==> config.mk <==
export PLATFORM = sky130hd
export DESIGN_NAME = adder_seq64
export DESIGN_NICKNAME = d
export VERILOG_FILES = /design/src/rtl/adder_seq64.sv
export SDC_FILE = /design/constraint.sdc
export NUM_CORES = 1
export LEC_CHECK = 0
export ABC_AREA = 1
export BUFFER_PORTS_ARGS = -buffer_cell sky130_fd_sc_hd__buf_2
export CORE_ASPECT_RATIO = 1.4
export CORE_MARGIN = 4
export CORE_UTILIZATION = 61
export CTS_BUF_LIST = sky130_fd_sc_hd__clkbuf_4
export DETAILED_ROUTE_END_ITERATION = 10
export PLACE_DENSITY_LB_ADDON = 0.3
export SLEW_MARGIN = 0
export SYNTH_ARGS = -nofsm -noshare
export SYNTH_HDL_FRONTEND = slang
export SYNTH_SLANG_ARGS = --single-unit
==> constraint.sdc <==
create_clock -name clk -period 9.51 [get_ports clk]
set_input_delay 0.4755 -clock clk [delete_from_list [all_inputs] [get_ports clk]]
set_output_delay 0.4755 -clock clk [all_outputs]
set_load 0.005 [all_outputs]
==> src/rtl/adder_seq64.sv <==
// -----------------------------------------------------------------------------
// adder_seq64 -- sequential wide adder built from one time-shared 16-bit
// carry-lookahead adder.
//
// Operands of W = 16*N_SLICE bits are accepted with a valid/ready handshake.
// One 16-bit slice is added per clock, least significant first, with the
// carry chained through a register between slices. The result is held until
// the consumer takes it.
//
// Optional feature: define ADDER_SEQ_SUB_EN to add the `sub` input. When it
// is 1 at accept, y is inverted and the initial carry is forced to 1, so the
// block computes x - y (c_out = 1 means no borrow).
//
// Ports
//   clk        clock, rising edge
//   rst        asynchronous active-high reset
//   in_valid   operand set offered
//   in_ready   block can accept operands (IDLE only)
//   x, y       operands, W bits
//   c_in       carry into slice 0
//   sub        (ADDER_SEQ_SUB_EN only) subtract select, sampled at accept
//   out_valid  result held and valid (DONE only)
//   out_ready  consumer takes result
//   sum        registered result, modulo 2^W
//   c_out      carry out of the top slice
//   ovf        signed overflow (carry into MSB xor carry out of MSB)
//   busy       high while an operation is in progress or awaiting hand-off
// -----------------------------------------------------------------------------

// 16-bit carry-lookahead adder: 4-bit groups with generate/propagate, and the
// group carries formed directly from c_in rather than rippled.
module AdderAhead16 (
  input  logic [15:0] a,
  input  logic [15:0] b,
  input  logic        c_in,
  output logic [15:0] s,
  output logic        c_out,
  output logic        c_msb   // carry into bit 15, used for overflow
);

  logic [15:0] g, p;
  logic [3:0]  gg, pg;
  logic [16:0] c;

  // NOTE: every variable gets a default at the top of an always_comb so no
  // path leaves it unassigned, which would otherwise infer a latch.
  always_comb begin
    g  = a & b;
    p  = a ^ b;
    gg = '0;
    pg = '0;
    c  = '0;

    for (int k = 0; k < 4; k++) begin
      gg[k] = g[4*k+3]
            | (p[4*k+3] & g[4*k+2])
            | (p[4*k+3] & p[4*k+2] & g[4*k+1])
            | (p[4*k+3] & p[4*k+2] & p[4*k+1] & g[4*k]);
      pg[k] = &p[4*k +: 4];
    end

    c[0]  = c_in;
    c[4]  = gg[0] | (pg[0] & c_in);
    c[8]  = gg[1] | (pg[1] & gg[0]) | (pg[1] & pg[0] & c_in);
    c[12] = gg[2] | (pg[2] & gg[1]) | (pg[2] & pg[1] & gg[0])
          | (pg[2] & pg[1] & pg[0] & c_in);
    c[16] = gg[3] | (pg[3] & gg[2]) | (pg[3] & pg[2] & gg[1])
          | (pg[3] & pg[2] & pg[1] & gg[0])
          | (pg[3] & pg[2] & pg[1] & pg[0] & c_in);

    // Carries inside a group hang off the group carry-in; the recurrence is
    // only three deep and flattens to two-level logic.
    for (int k = 0; k < 4; k++) begin
      for (int j = 1; j < 4; j++) begin
        c[4*k+j] = g[4*k+j-1] | (p[4*k+j-1] & c[4*k+j-1]);
      end
    end
  end

  assign s     = p ^ c[15:0];
  assign c_out = c[16];
  assign c_msb = c[15];

endmodule

module adder_seq64 #(
  parameter int N_SLICE = 4,
  parameter int W       = 16 * N_SLICE
) (
  input  logic         clk,
  input  logic         rst,
  input  logic         in_valid,
  output logic         in_ready,
  input  logic [W-1:0] x,
  input  logic [W-1:0] y,
  input  logic         c_in,
`ifdef ADDER_SEQ_SUB_EN
  input  logic         sub,
`endif
  output logic         out_valid,
  input  logic         out_ready,
  output logic [W-1:0] sum,
  output logic         c_out,
  output logic         ovf,
  output logic         busy
);

  if (N_SLICE < 2 || N_SLICE > 8) begin : g_bad_param
    $error("adder_seq64: N_SLICE must be in 2..8");
  end

  localparam int                IDX_W    = $clog2(N_SLICE);
  localparam logic [IDX_W-1:0]  LAST_IDX = IDX_W'(N_SLICE - 1);

  typedef enum logic [1:0] {IDLE, RUN, DONE} state_t;

  state_t         state;
  logic [IDX_W-1:0] idx;
  logic [W-1:0]   x_q, y_q;
  logic           carry_q;

  logic [15:0]    slice_a, slice_b, slice_s;
  logic           slice_c_out, slice_c_msb;

  assign slice_a = x_q[16*idx +: 16];
  assign slice_b = y_q[16*idx +: 16];

  // The only adder in the block; every slice passes through it in turn.
  AdderAhead16 u_adder (
    .a     (slice_a),
    .b     (slice_b),
    .c_in  (carry_q),
    .s     (slice_s),
    .c_out (slice_c_out),
    .c_msb (slice_c_msb)
  );

  // NOTE: sequential state uses non-blocking assignments so every register
  // samples the pre-edge values, independent of statement order.
  always_ff @(posedge clk or posedge rst) begin
    if (rst) begin
      state     <= IDLE;
      idx       <= '0;
      x_q       <= '0;
      y_q       <= '0;
      carry_q   <= 1'b0;
      sum       <= '0;
      c_out     <= 1'b0;
      ovf       <= 1'b0;
      in_ready  <= 1'b1;
      out_valid <= 1'b0;
      busy      <= 1'b0;
    end else begin
      case (state)
        IDLE: begin
          if (in_valid) begin
            x_q       <= x;
            idx       <= '0;
`ifdef ADDER_SEQ_SUB_EN
            // Two's-complement subtract: x + ~y + 1.
            y_q       <= sub ? ~y : y;
            carry_q   <= sub ? 1'b1 : c_in;
`else
            y_q       <= y;
            carry_q   <= c_in;
`endif
            state     <= RUN;
            in_ready  <= 1'b0;
            busy      <= 1'b1;
          end
        end

        RUN: begin
          sum[16*idx +: 16] <= slice_s;
          carry_q           <= slice_c_out;
          idx               <= idx + 1'b1;
          if (idx == LAST_IDX) begin
            c_out     <= slice_c_out;
            ovf       <= slice_c_msb ^ slice_c_out;
            state     <= DONE;
            out_valid <= 1'b1;
          end
        end

        DONE: begin
          if (out_ready) begin
            state     <= IDLE;
            out_valid <= 1'b0;
            in_ready  <= 1'b1;
            busy      <= 1'b0;
          end
        end

        default: begin
          state     <= IDLE;
          out_valid <= 1'b0;
          in_ready  <= 1'b1;
          busy      <= 1'b0;
        end
      endcase
    end
  end

endmodule

==> metrics.txt <==
run status=finished clean; crit path time final=5.256 ns; Starting Density=61.84%; die width=114.1 µm; RSZ-0062 raised after global routing=false; Std-Cell Rows=54; chip height=156.5 µm; Hold Violations, Final=0; largest net degree at the start of global routing=122; Setup Viol. Count Final=0; worst-path maximum fanout=98; top post-synthesis cells by count=nand2_1 (470), dfrtp_1 (201), o21ai_0 (109); fmax=0.1903 GHz; crit path capture=sum[63]; 1st-pass router iterations=7; Clock transition at path regs=0.08 ns; syn nets=1318; main combinational cell family by area after synthesis=simple AND/OR/NAND/NOR gates; Resized cells post-CTS=0; top-count cell post-synth=nand2_1; Yosys top cell area share=52.34%; Final HPWL DP=17070 µm; FF-to-FF setup slack=4.25 ns; RR Endpoint=sum[63]; Num CTS Buffers=47; CTS tree=built; TNS Setup=0 ns; Antenna Nets Post-Route=0; Clock Tree Buf Depth=3; Compound-Gate Fraction of Synth Area=13.44%; Slew headroom=31.58%; Synth Area per Inst=8.350 µm²; Slew Viols, Final=0; latest clock arrival within the worst-skew pair=0.61 ns; commonest register cell after synthesis=dfrtp_1; clock group share of total power=14.1%; All-Layer GR Usage=27.91%; Final WS setup=4.254 ns; Max Cap Viol=0; dominant cells by area after synthesis=dfrtp_1 (52%), nand2_1 (18%), o21ai_0 (5.7%), ha_1 (2.9%), inv_1 (2.7%); CTS Root Cell=clkbuf_4; CP Launch Type=register; global-route wire length before repair=40320 µm; Port-buffer cells=201; WP data arrival=5.75 ns; DR vias/cell=5.494; sequential-to-total area share from yosys stat=52.61%; vias in the first global route=8405; WS Path Type=register to register; leakage=6.052 nW; #FFs+latches synth=202; worst slack, placed=4.357 ns; global route overflow=0; Adder-Cell Fraction of Synth Area=5.364%; post-CTS setup repair buffer count=0; largest area contributor in the netlist=dfrtp_1; Reg2Reg Launch Point=idx[0]; vias post-DR=8548; CP Capture Type=register; FF-to-FF path depth=20; CTS Hold Bufs=0; Hold Path Class=input pin to asynchronous set/reset pin; VDD IR max=0.1938 mV; share of cells above drive strength 1=21.65%; Post-synth EDFFs=0; worst stage delay on the critical path=1.11 ns; post-synth cell types=28; Worst-Margin Slew=1.026 ns; Core Footprint=15540 µm²; Synth async-reset ratio=100.0%; Post-Synth XOR/XNOR Area=0.3645%; post-synthesis mux area share=0%; Area Overhead vs Synth=15.69%; io pins=202; required time of the critical path=10.00 ns; cells after synthesis=1151; Synth Warn #=0; cell-internal power=2.371 mW; Post-Route WL=24540 µm; crit-path cells=inv_2 > o21ai_0 > o22ai_1 > ha_1 > nand2_1 > nor2_1 > nand2_1 > nand2_1 > nand2_1 > nand2_1 > inv_1 > nor2_1 > nor2_1 > fa_1 > fa_1 > fa_1 > xor2_1 > nor2_1 > nand2_1 > o21ai_0; antenna violations before repair=2; Flop pwr share=33.7%; Power Density=404.0 nW/µm²; Comb power frac=52.2%; htree depth=2; fin util=71.55%; placed cell areas=10590 µm²; CP most frequent cell=nand2_1; Final Cycle Share=55.27%; final non-filler cell area=11120 µm²; critical path startpoint=idx[0]; Syn Std Cell Area=9610 µm²; layout net count=1504; DRC=0; switching power total=2.121 mW; GP Congestion=0.8697; Sw Ratio=47.21%; drt first-iter violations=682; Routed WL per cell=15.77 µm; Critical-path top delay cell=dfrtp_4; die area=17860 µm²; simple-gate share of the synthesized area=22.04%; clk sinks=202; Layout Skew=0.03060 ns
-- through the flow --
| step | std cells | hold slack, ns | total power, mW |
|---|---|---|---|
| final | 1556 | 0.04493 | 4.492 |
| after global routing | 1556 | 0.04017 | 4.911 |
| after CTS | 1554 | 0.02287 | 4.493 |
| after detailed placement | 1484 | 0.4618 | 3.842 |
| after global placement | 1484 | 0.4534 | 3.739 |
| after floorplan | 1151 | 0.4436 | 3.118 |
-- logic make-up after synthesis --
family / Yosys count
AOI/OAI and AO/OA: 221
xor gates and xnor gates: 4
adders and majority gates: 34
buffers and inverters: 141
DFF: 202
and+or+nand+nor: 549
-- critical path: cells and delay by family, from the launching register on --
family / cells / cell delay [ns]
fa+ha+maj: 4 / 1.58
flops: 1 / 1.11
simple gates: 10 / 0.79
buf+inv: 2 / 0.75
compound gates: 3 / 0.68
xor+xnor: 1 / 0.20
-- per-layer routing --
| metal | GRT usage [%] | share of wire (%) |
|---|---|---|
| met5 | 0 | 0 |
| met4 | 12.05 | 3.5 |
| met3 | 4.681 | 7.2 |
| met2 | 45.09 | 48 |
| met1 | 37.49 | 41 |
-- cell usage in the layout (no fill, tap or decap), types with 5 or more instances in the layout --
cell,instances
clkbuf_4,61
nor2_1,61
dfrtp_1,200
o31ai_1,6
nand2_1,469
nand3_1,10
a21oi_1,25
fa_1,12
o22ai_1,10
o31ai_2,10
o21ai_0,109
buf_2,201
clkinv_1,5
inv_1,67
ha_1,22
o21ai_1,39
a32oi_1,22
inv_2,5
-- power groups by stage --
stage	registers [mW]	clock network [mW]	logic (mW)
4_1_cts	1.51	0.648	2.34
2_1_floorplan	1.41	0	1.71
3_5_place_dp	1.52	0	2.32
5_1_grt	1.56	0.691	2.66
6_report	1.51	0.634	2.35
3_3_place_gp	1.50	0	2.24
-- area by class of cell --
| class | instances | area (µm²) |
|---|---|---|
| Multi-Input combinational cell | 808 | 3968 |
| Inverter | 73 | 284.0 |
| Fill cell | 1302 | 4422 |
| Sequential cell | 202 | 5060 |
| Clock buffer | 61 | 457.9 |
| Timing Repair Buffer | 205 | 1036 |
| Antenna cell | 2 | 5.005 |
| Tap cell | 196 | 245.2 |
| Clock inverter | 9 | 62.56 |
-- sequential cells by signal, indices dropped and copies added (netlist names) --
register / cells
ovf: 1
busy: 1
y_q: 64
sum: 64
state: 2
idx: 2
carry_q: 1
out_valid: 1
x_q: 64
c_out: 1
in_ready: 1
-- worst min path at each step --
| stage | depth (start not counted) | slack (ns) | start | to |
|---|---|---|---|---|
| finish | 2 | 0.04 | rst | y_q[40] |
| global route | 3 | 0.04 | x[14] | x_q[14] |
| CTS | 3 | 0.02 | x[13] | x_q[13] |
| detailed placement | 2 | 0.46 | busy | busy |
| global placement | 2 | 0.45 | busy | busy |
| floorplan | 2 | 0.44 | x_q[32] | x_q[32] |
Power figures use the tool's default switching activity.
